`src/rtl/fnd_pkg.sv`:
```
// Shared types, constants and segment decoder for the FND scan controller.
package fnd_pkg;

    typedef enum logic [1:0] {IDLE, SHIFT, DONE} conv_state_t;

    localparam int          BIN_W     = 14;
    localparam logic [6:0]  SEG_BLANK = 7'h7F;
    localparam logic [13:0] MAX_VAL   = 14'd9999;

    // BCD digit to active-low {g,f,e,d,c,b,a}; non-decimal codes go dark.
    function automatic logic [6:0] seg7(input logic [3:0] d);
        logic [6:0] s;
        case (d)
            4'd0:    s = 7'h40;
            4'd1:    s = 7'h79;
            4'd2:    s = 7'h24;
            4'd3:    s = 7'h30;
            4'd4:    s = 7'h19;
            4'd5:    s = 7'h12;
            4'd6:    s = 7'h02;
            4'd7:    s = 7'h78;
            4'd8:    s = 7'h00;
            4'd9:    s = 7'h10;
            default: s = SEG_BLANK;
        endcase
        return s;
    endfunction

endpackage

```
`src/rtl/bin2bcd_dd.sv`:
```
// Sequential double-dabble converter: 14-bit binary to four BCD digits.
module bin2bcd_dd
    import fnd_pkg::*;
(
    input  logic        clk,
    input  logic        reset,
    input  logic        start,
    input  logic [13:0] bin,
    output logic        busy,
    output logic        done,
    output logic [15:0] bcd
);

    conv_state_t state, state_nx;
    logic [15:0] bcd_r;
    logic [13:0] bin_r;
    logic [3:0]  iter;
    logic [29:0] shifted;

    // Add 3 to every nibble that is 5 or more so the next shift carries correctly.
    function automatic logic [15:0] dab_adjust(input logic [15:0] v);
        logic [15:0] r;
        r = v;
        for (int i = 0; i < 4; i++) begin
            if (v[i*4 +: 4] >= 4'd5) r[i*4 +: 4] = v[i*4 +: 4] + 4'd3;
        end
        return r;
    endfunction

    assign shifted = {dab_adjust(bcd_r), bin_r} << 1;
    assign bcd     = bcd_r;

    // State register plus shift register / iteration counter.
    always_ff @(posedge clk or negedge reset) begin
        if (!reset) begin
            state <= IDLE;
            bcd_r <= '0;
            bin_r <= '0;
            iter  <= '0;
        end else begin
            state <= state_nx;
            case (state)
                IDLE: if (start) begin
                    bin_r <= bin;
                    bcd_r <= '0;
                    iter  <= '0;
                end
                SHIFT: begin
                    bcd_r <= shifted[29:14];
                    bin_r <= shifted[13:0];
                    iter  <= iter + 4'd1;
                end
                default: ;
            endcase
        end
    end

    // Next state and status outputs.
    always_comb begin
        state_nx = state;
        busy     = 1'b1;
        done     = 1'b0;
        case (state)
            IDLE: begin
                busy = 1'b0;
                if (start) state_nx = SHIFT;
            end
            SHIFT: if (iter == 4'(BIN_W - 1)) state_nx = DONE;
            DONE: begin
                done     = 1'b1;
                state_nx = IDLE;
            end
            default: state_nx = IDLE;
        endcase
    end

endmodule

```
`src/rtl/fnd_scan_controller.sv`:
```
// 4-digit common-anode multiplexed 7-segment driver with binary-to-BCD front end.
module fnd_scan_controller
    import fnd_pkg::*;
#(
    parameter int CLK_HZ   = 100_000_000,
    parameter int SCAN_HZ  = 1000,
    parameter int BLANK_LZ = 1
) (
    input  logic        clk,
    input  logic        reset,
    input  logic [13:0] i_data,
    input  logic        i_load,
    input  logic [3:0]  i_dp,
    output logic        o_busy,
    output logic [3:0]  o_fnd_com,
    output logic [7:0]  o_fnd_data
);

    localparam int DIV   = CLK_HZ / SCAN_HZ;
    localparam int CNT_W = (DIV > 1) ? $clog2(DIV) : 1;

    logic [13:0]      bin_sat;
    logic             start, conv_busy, conv_done;
    logic [15:0]      conv_bcd, disp;
    logic [CNT_W-1:0] cnt;
    logic             tick;
    logic [1:0]       idx;
    logic [3:0]       blank;
    logic [6:0]       seg_nx;

    // Out-of-range values are clamped so the display never shows a wrapped number.
    assign bin_sat = (i_data > MAX_VAL) ? MAX_VAL : i_data;
    assign start   = i_load & ~conv_busy;
    assign o_busy  = conv_busy;
    assign tick    = (cnt == CNT_W'(DIV - 1));

    bin2bcd_dd u_conv (
        .clk   (clk),
        .reset (reset),
        .start (start),
        .bin   (bin_sat),
        .busy  (conv_busy),
        .done  (conv_done),
        .bcd   (conv_bcd)
    );

    // Display registers take all four digits at once when conversion finishes.
    always_ff @(posedge clk or negedge reset) begin
        if (!reset) disp <= '0;
        else if (conv_done) disp <= conv_bcd;
    end

    // Prescaler and digit index; the scan keeps running during conversion.
    always_ff @(posedge clk or negedge reset) begin
        if (!reset) begin
            cnt <= '0;
            idx <= '0;
        end else if (tick) begin
            cnt <= '0;
            idx <= idx + 2'd1;
        end else begin
            cnt <= cnt + CNT_W'(1);
        end
    end

    // Leading-zero blanking cascades down from the top digit; digit 0 always lit.
    always_comb begin
        blank    = '0;
        blank[3] = (BLANK_LZ != 0) && (disp[15:12] == 4'd0);
        blank[2] = blank[3] && (disp[11:8] == 4'd0);
        blank[1] = blank[2] && (disp[7:4] == 4'd0);
        seg_nx   = blank[idx] ? SEG_BLANK : seg7(disp[{idx, 2'b00} +: 4]);
    end

    // Common and segment outputs registered together so they switch in the same cycle.
    always_ff @(posedge clk or negedge reset) begin
        if (!reset) begin
            o_fnd_com  <= 4'b1110;
            o_fnd_data <= 8'hC0;
        end else begin
            o_fnd_com  <= ~(4'b0001 << idx);
            o_fnd_data <= {~i_dp[idx], seg_nx};
        end
    end

endmodule

```
`config.mk`:
```
export PLATFORM = sky130hd
export DESIGN_NAME = fnd_scan_controller
export DESIGN_NICKNAME = d
export VERILOG_FILES = /design/src/rtl/fnd_pkg.sv /design/src/rtl/bin2bcd_dd.sv /design/src/rtl/fnd_scan_controller.sv
export SDC_FILE = /design/constraint.sdc
export NUM_CORES = 1
export LEC_CHECK = 0
export ABC_CLOCK_PERIOD_IN_PS = 2200
export CORE_MARGIN = 4
export CORE_UTILIZATION = 40
export DETAILED_ROUTE_END_ITERATION = 10
export HOLD_SLACK_MARGIN = 0.12
export PLACE_DENSITY = 0.62
export SKIP_CTS_REPAIR_TIMING = 1
export SYNTH_ARGS = -nofsm -noshare
export SYNTH_HDL_FRONTEND = slang
export SYNTH_HIERARCHICAL = 1
export SYNTH_SLANG_ARGS = --single-unit
```
`constraint.sdc`:
```
create_clock -name clk -period 2.2 [get_ports clk]
set_clock_uncertainty 0.15 [all_clocks]
set_input_delay 0.44 -clock clk [delete_from_list [all_inputs] [get_ports clk]]
set_output_delay 0.44 -clock clk [all_outputs]
set_load 0.01 [all_outputs]
```
==> impl_metrics.csv, run 1 <==
group,metric,value,unit
final_layout,syn2layout_area_growth,18.39,%
pwr,finalPower,5777,uW
setup_path,timing.rr.end,"o_fnd_data[4]$_DFF_PN0_",
timing,drv_slew,0,
pwr,vdd_ir_drop_max,391.2,uV
floorplanning,initial_core_util,41.64,%
final_layout,drive_gt1_share,18.68,%
setup_path,path_class,"flip-flop to flip-flop",
detailed_routing,dr.pass1.iters,4,
logic_synthesis,synth_sequential_area_ratio,47.61,%
global_route,grt_pass1_wl,15.21,mm
detailed_routing,post-route-drc-count,0,
floorplanning,die_w,112.6,um
setup_path,critPathRequiredTime,2.27,ns
global_route,grt_usage,14.53,%
logic_synthesis,ys.flop_type,"dfrtp_1",
logic_synthesis,synth.distinct_cells,54,
setup_path,worst_path_largest_cell_delay,0.61,ns
final_layout,final_common_cell,"dfrtp_1",
clocking,cts.path.max_buffers,2,
logic_synthesis,synthArstFlopShare,100.0,%
floorplanning,rows,37,
detailed_routing,viasPerCell,5.317,
final_layout,nets,475,
logic_synthesis,ys_seq_elements,83,
clocking,cts.sinks,83,
placed_design,dp.cells,558,
logic_synthesis,syn_inst,387,
clocking,path_clk_slew,0.09,ns
setup_path,crit_chain,"mux4_1, inv_1, ha_1, nor2b_4, a211oi_2, o32ai_1",
setup_path,critPathBufInv,1,
global_route,grt_pass1_vias,3137,
setup_path,critical-path-top-delay-family,"multiplexers",
pwr,p_leak,0.002276,uW
global_route,grt_max_degree,36,
detailed_routing,ant_nets,0,
floorplanning,die_y,112.6,um
floorplanning,core_area,10510,um^2
final_layout,instances_no_fill,575,
logic_synthesis,synth_top_area_share,44.61,%
detailed_routing,wire_per_inst,14.74,um
setup_path,crit_fanout,4,
timing,finalCritPeriodShare,91.98,%
timing,rsz0062_at_grt,"false",
floorplanning,top_level_ports,34,
setup_path,rr_worst_depth,6,
final_layout,seq_area,2083,um^2
clocking,cts_tree,"done",
logic_synthesis,synth_edf_count,0,
floorplanning,die_area,12680,um^2
final_layout,antenna_cells,0,
placed_design,dp_hpwl,5.975,mm
global_route,antenna_found_initial,0,
setup_path,worst_path_max_delay_cell,"mux4_1",
placed_design,portBuffers,33,
worst_hold_path,min_from,"cnt[0]$_DFF_PN0_",
setup_path,r2r_setup_slack,0.18,ns
detailed_routing,via_count,3057,
worst_hold_path,min_to,"cnt[0]$_DFF_PN0_",
pwr,power.density,1115,nW/um^2
clocking,root_buffer,"clkbuf_8",
setup_path,reg2reg_from,"idx[0]$_DFFE_PN0N_",
timing,slew-limit-headroom,71.49,%
worst_hold_path,min_path_type,"flip-flop to flip-flop",
setup_path,worstPathArrival,2.10,ns
timing,tns,0,ns
logic_synthesis,postSynthAreaPerCell,11.31,um^2
clocking,clock_latency,0.35,ns
logic_synthesis,synth_area,4375,um^2
timing,period_minus_slack,2.024,ns
timing,timing.fmax,494.2,MHz
final_layout,fillCellCount,968,
worst_hold_path,hold_path_depth,1,
setup_path,worstSetupEndpointType,"flip-flop",
run,drv_cap,0,
logic_synthesis,synth.area.top_cells,"dfrtp_1 45%, ha_1 5.7%, mux2_2 4.4%",
detailed_routing,finalWirelength,8.474,mm
global_route,grt-ovfl-total,0,
timing,setup_viol,0,
detailed_routing,dr.first_iter.drc_count,162,
timing,worst_slew_pin_slew,0.4276,ns
timing,hold_viol_final,0,
outcome,outcome,"finished, final reports clean",
placed_design,place.gp.congestion,0.8182,
clocking,cts-htree-levels,3,
timing,holdWs,0.3372,ns
logic_synthesis,syn-num-nets,428,
final_layout,final_cell_mix,"78 x dfrtp_1, 31 x clkdlybuf4s50_1, 30 x nand2_1",
setup_path,critPathLaunchType,"flip-flop",
logic_synthesis,yosys_warnings,6,
final_layout,multiInputGateArea,2057,um^2
clocking,cts_inserted_buffers,9,
logic_synthesis,yosysTopAreaCell,"dfrtp_1",
## cell type report
| cell class | instances | share of cell area, % |
|---|---|---|
| Tap cell | 136 | 3.285 |
| Clock inverter | 6 | 2.657 |
| Inverter | 29 | 2.101 |
| Multi-Input combinational cell | 258 | 39.71 |
| Sequential cell | 83 | 40.22 |
| Clock buffer | 10 | 2.464 |
| Timing Repair Buffer | 53 | 9.565 |
## cells by family (layout without fill, tap and decap cells)
group	Yosys count	in the layout	synth area share, %
and+or+nand+nor	104	104	12.93
AOI/OAI and AO/OA	90	90	16.70
DFF	83	83	47.61
buffers and inverters	46	98	5.375
muxes	27	27	8.264
adders and majority gates	20	20	5.719
xor gates and xnor gates	17	17	3.403
## cell usage after synthesis (4+ instances only)
cell and instances:
dfrtp_1 78, nand2_1 30, inv_1 29, o21ai_0 23
ha_1 20, mux2_2 17, nor2_1 15, nor2b_1 14
a22oi_1 13, nand3_1 10, a21oi_1 9, xor2_1 9
o2111ai_1 8, xnor2_1 8, nand2b_1 7, buf_6 6
o31ai_1 6, a32o_1 5, buf_2 5, dfstp_2 5
mux2i_1 5, o21a_1 5, and2_1 4, clkbuf_1 4
o221ai_2 4, o311ai_2 4
## routing by layer
layer	share of wire (%)	vias up	routed length, um	global-route usage, %
met5	0	-	0	0
met4	1.3	0	113	5.369
met3	3.5	12	299	2.911
met2	47	53	3950	23.30
met1	49	1504	4110	19.51
li1	-	1488	-	-
## stage by stage
step	area [um^2]	worst slack, ns	utilization [%]
global placement	4902	-0.05367	46.65
global route	5180	0.04394	49.29
floorplan	4375	0.05874	-
finish	5180	0.1765	49.29
detailed placement	4902	-0.1555	46.65
CTS	5167	0.03358	49.17
## report_power, final
part | switching (uW) | internal [uW] | leakage, uW
combinational | 1140 | 998 | 0.00106
clock | 549 | 873 | 0.000131
sequential | 308 | 1910 | 0.00109
## worst max path at each step
stage	startpoint	end	slack, ns	depth (start not counted)
finish	idx[0]$_DFFE_PN0N_	o_fnd_data[4]$_DFF_PN0_	0.18	6
global route	i_data[6]	u_conv/bin_r[5]$_DFFE_PN0P_	0.04	8
CTS	u_conv/state[0]$_DFFE_PN0P_	o_busy	0.03	2
floorplan	u_conv/state[1]$_DFFE_PN0P_	disp[10]$_DFFE_PN0P_	0.06	6
detailed placement	i_data[6]	u_conv/bin_r[1]$_DFFE_PN0P_	-0.16	8
global placement	i_data[6]	u_conv/bin_r[3]$_DFFE_PN0P_	-0.05	8
## state kept, by name, indices dropped and copies added, names as in the netlist
signal and flops:
cnt 17, disp 16, u_conv/bcd 16, u_conv/bin_r 14, o_fnd_data 8, o_fnd_com 4, u_conv/iter 4, idx 2
u_conv/state 2
No activity file was read; power rests on OpenSTA's default activity.
==> run 2: changes to the inputs <==
--- a/config.mk
+++ b/config.mk
@@ -11,6 +11,7 @@
 export DETAILED_ROUTE_END_ITERATION = 10
 export HOLD_SLACK_MARGIN = 0.12
 export PLACE_DENSITY = 0.62
+export REMOVE_ABC_BUFFERS = 1
 export SKIP_CTS_REPAIR_TIMING = 1
 export SYNTH_ARGS = -nofsm -noshare
 export SYNTH_HDL_FRONTEND = slang
==> run 2 against run 1 <==
Effect of this change: first-iteration DRC count fell by 43%; final cell count decreased by 1.0%; worst hold slack worse by 0.0086 ns; via count decreased by 1.6%; sequential share of layout area up 0.68 points; clock power shrank 24%; critical path type unchanged; sequential cell count is the same; wire length is 4.3% lower.
==> impl_metrics.csv, run 2 (same netlist as run 1, synthesis figures left out) <==
group,metric,value,unit
floorplanning,rows,37,
detailed_routing,highest_layer,"met4",
setup_path,path_class,"flip-flop to flip-flop",
detailed_routing,via_count,3007,
placed_design,place.gp.congestion,0.8235,
detailed_routing,wl_met2,3.798,mm
timing,drv_slew,0,
global_route,grt-ovfl-total,0,
timing,finalCritPeriodShare,92.29,%
clocking,root_buffer,"clkbuf_8",
placed_design,portBuffers,33,
floorplanning,core_area,10510,um^2
clocking,path_clk_slew,0.08,ns
final_layout,drive_gt1_share,17.78,%
worst_hold_path,min_path_type,"input port to async pin",
final_layout,final_cell_mix,"78 x dfrtp_1, 31 x clkdlybuf4s50_1, 30 x nand2_1",
floorplanning,die_w,112.6,um
run,drv_cap,0,
placed_design,dp.cells,553,
placed_design,dp_hpwl,5.801,mm
detailed_routing,met3_length,352,um
clocking,cts_tree,"done",
timing,rsz0062_at_grt,"false",
global_route,grt_pass1_wl,14.48,mm
pwr,finalPower,5430,uW
final_layout,fillCellCount,987,
timing,hold_viol_final,0,
pwr,power.density,1066,nW/um^2
detailed_routing,post-route-drc-count,0,
final_layout,final_common_cell,"dfrtp_1",
clocking,cts-htree-levels,3,
outcome,outcome,"finished, final reports clean",
final_layout,final_core_util,48.47,%
timing,worst_slew_pin_slew,0.3777,ns
final_layout,nets,470,
pwr,p_leak,0.002232,uW
final_layout,syn2layout_area_growth,16.41,%
clocking,cts.sinks,83,
detailed_routing,finalWirelength,8.107,mm
detailed_routing,dr.first_iter.drc_count,93,
detailed_routing,dr.pass1.iters,4,
floorplanning,die_area,12680,um^2
timing,setup_viol,0,
global_route,grt_max_degree,52,
floorplanning,initial_core_util,41.64,%
setup_path,worstSetupEndpointType,"flip-flop",
setup_path,critPathRequiredTime,2.27,ns
timing,timing.fmax,492.5,MHz
floorplanning,top_level_ports,34,
setup_path,worstPathArrival,2.10,ns
clocking,clock_latency,0.34,ns
final_layout,antenna_cells,0,
global_route,grt_usage,13.57,%
global_route,antenna_found_initial,0,
clocking,cts.path.max_buffers,2,
timing,slew-limit-headroom,74.58,%
timing,period_minus_slack,2.030,ns
global_route,grt_pass1_vias,3136,
final_layout,multiInputGateArea,2057,um^2
final_layout,regMostFlops,"cnt",
final_layout,largest_register_ffs,17,
detailed_routing,ant_nets,0,
pwr,vdd_ir_drop_max,435.1,uV
timing,tns,0,ns
detailed_routing,drt-met1-wl,3.882,mm
floorplanning,die_y,112.6,um
setup_path,crit_fanout,4,
clocking,cts_inserted_buffers,9,
setup_path,critPathLaunchType,"flip-flop",
final_layout,instances_no_fill,569,
detailed_routing,viasPerCell,5.285,
final_layout,seq_area,2083,um^2
detailed_routing,wire_per_inst,14.25,um
==> run 2: area by class of cell <==
| class | instances | share of cell area [%] |
|---|---|---|
| Clock buffer | 10 | 2.702 |
| Clock inverter | 5 | 1.056 |
| Inverter | 29 | 2.137 |
| Multi-Input combinational cell | 258 | 40.38 |
| Sequential cell | 83 | 40.90 |
| Tap cell | 136 | 3.341 |
| Timing Repair Buffer | 48 | 9.482 |
==> run 2: through the flow <==
| stage | hold WS (ns) | setup slack, ns | cell area [um^2] |
|---|---|---|---|
| 2_1_floorplan | -0.005591 | -0.1071 | 4249 |
| 3_3_place_gp | 0.1482 | 0.01983 | 4890 |
| 3_5_place_dp | 0.1493 | -0.05978 | 4890 |
| 4_1_cts | -0.2373 | 0.01719 | 5081 |
| 5_1_grt | 0.3307 | 0.02621 | 5094 |
| 6_report | 0.3286 | 0.1696 | 5094 |
==> run 2: routing by layer <==
layer,vias to the layer above,global-route usage [%]
met4,0,3.686
met3,7,3.288
met5,-,0
met1,1476,17.76
met2,60,22.51
li1,1464,-
==> run 2: final timing paths <==
path / depth (start not counted) / start / slack (ns) / end
min in group clk: 2 / u_conv/bin_r[5]$_DFFE_PN0P_ / 0.35 / u_conv/bin_r[5]$_DFFE_PN0P_
max in group asynchronous: 3 / reset / 1.02 / o_fnd_com[2]$_DFF_PN1_
min reg2reg: 2 / u_conv/bin_r[5]$_DFFE_PN0P_ / 0.35 / u_conv/bin_r[5]$_DFFE_PN0P_
max reg2reg: 6 / idx[0]$_DFFE_PN0N_ / 0.17 / o_fnd_data[4]$_DFF_PN0_
max: 6 / idx[0]$_DFFE_PN0N_ / 0.17 / o_fnd_data[4]$_DFF_PN0_
min: 2 / reset / 0.33 / o_fnd_data[0]$_DFF_PN0_
==> run 2: power by group <==
part	switching, uW	internal, uW
registers	310	1910
logic	1130	1010
clock network	530	546
total	1970	3460
==> run 2: worst max-delay path: stages, from the launching register on <==
cell and delay [ns]:
dfrtp_1 0.39, mux4_1 0.66, inv_1 0.14, ha_1 0.22, nor2b_4 0.05, a211oi_2 0.18, o32ai_1 0.11
==> run 3: changes to the inputs <==
--- a/config.mk
+++ b/config.mk
@@ -6,6 +6,7 @@
 export NUM_CORES = 1
 export LEC_CHECK = 0
 export ABC_CLOCK_PERIOD_IN_PS = 2200
+export CAP_MARGIN = 20
 export CORE_MARGIN = 4
 export CORE_UTILIZATION = 40
 export DETAILED_ROUTE_END_ITERATION = 10
==> results of run 3 <==
Final layout, timing and power as in run 2 (identical DEF).
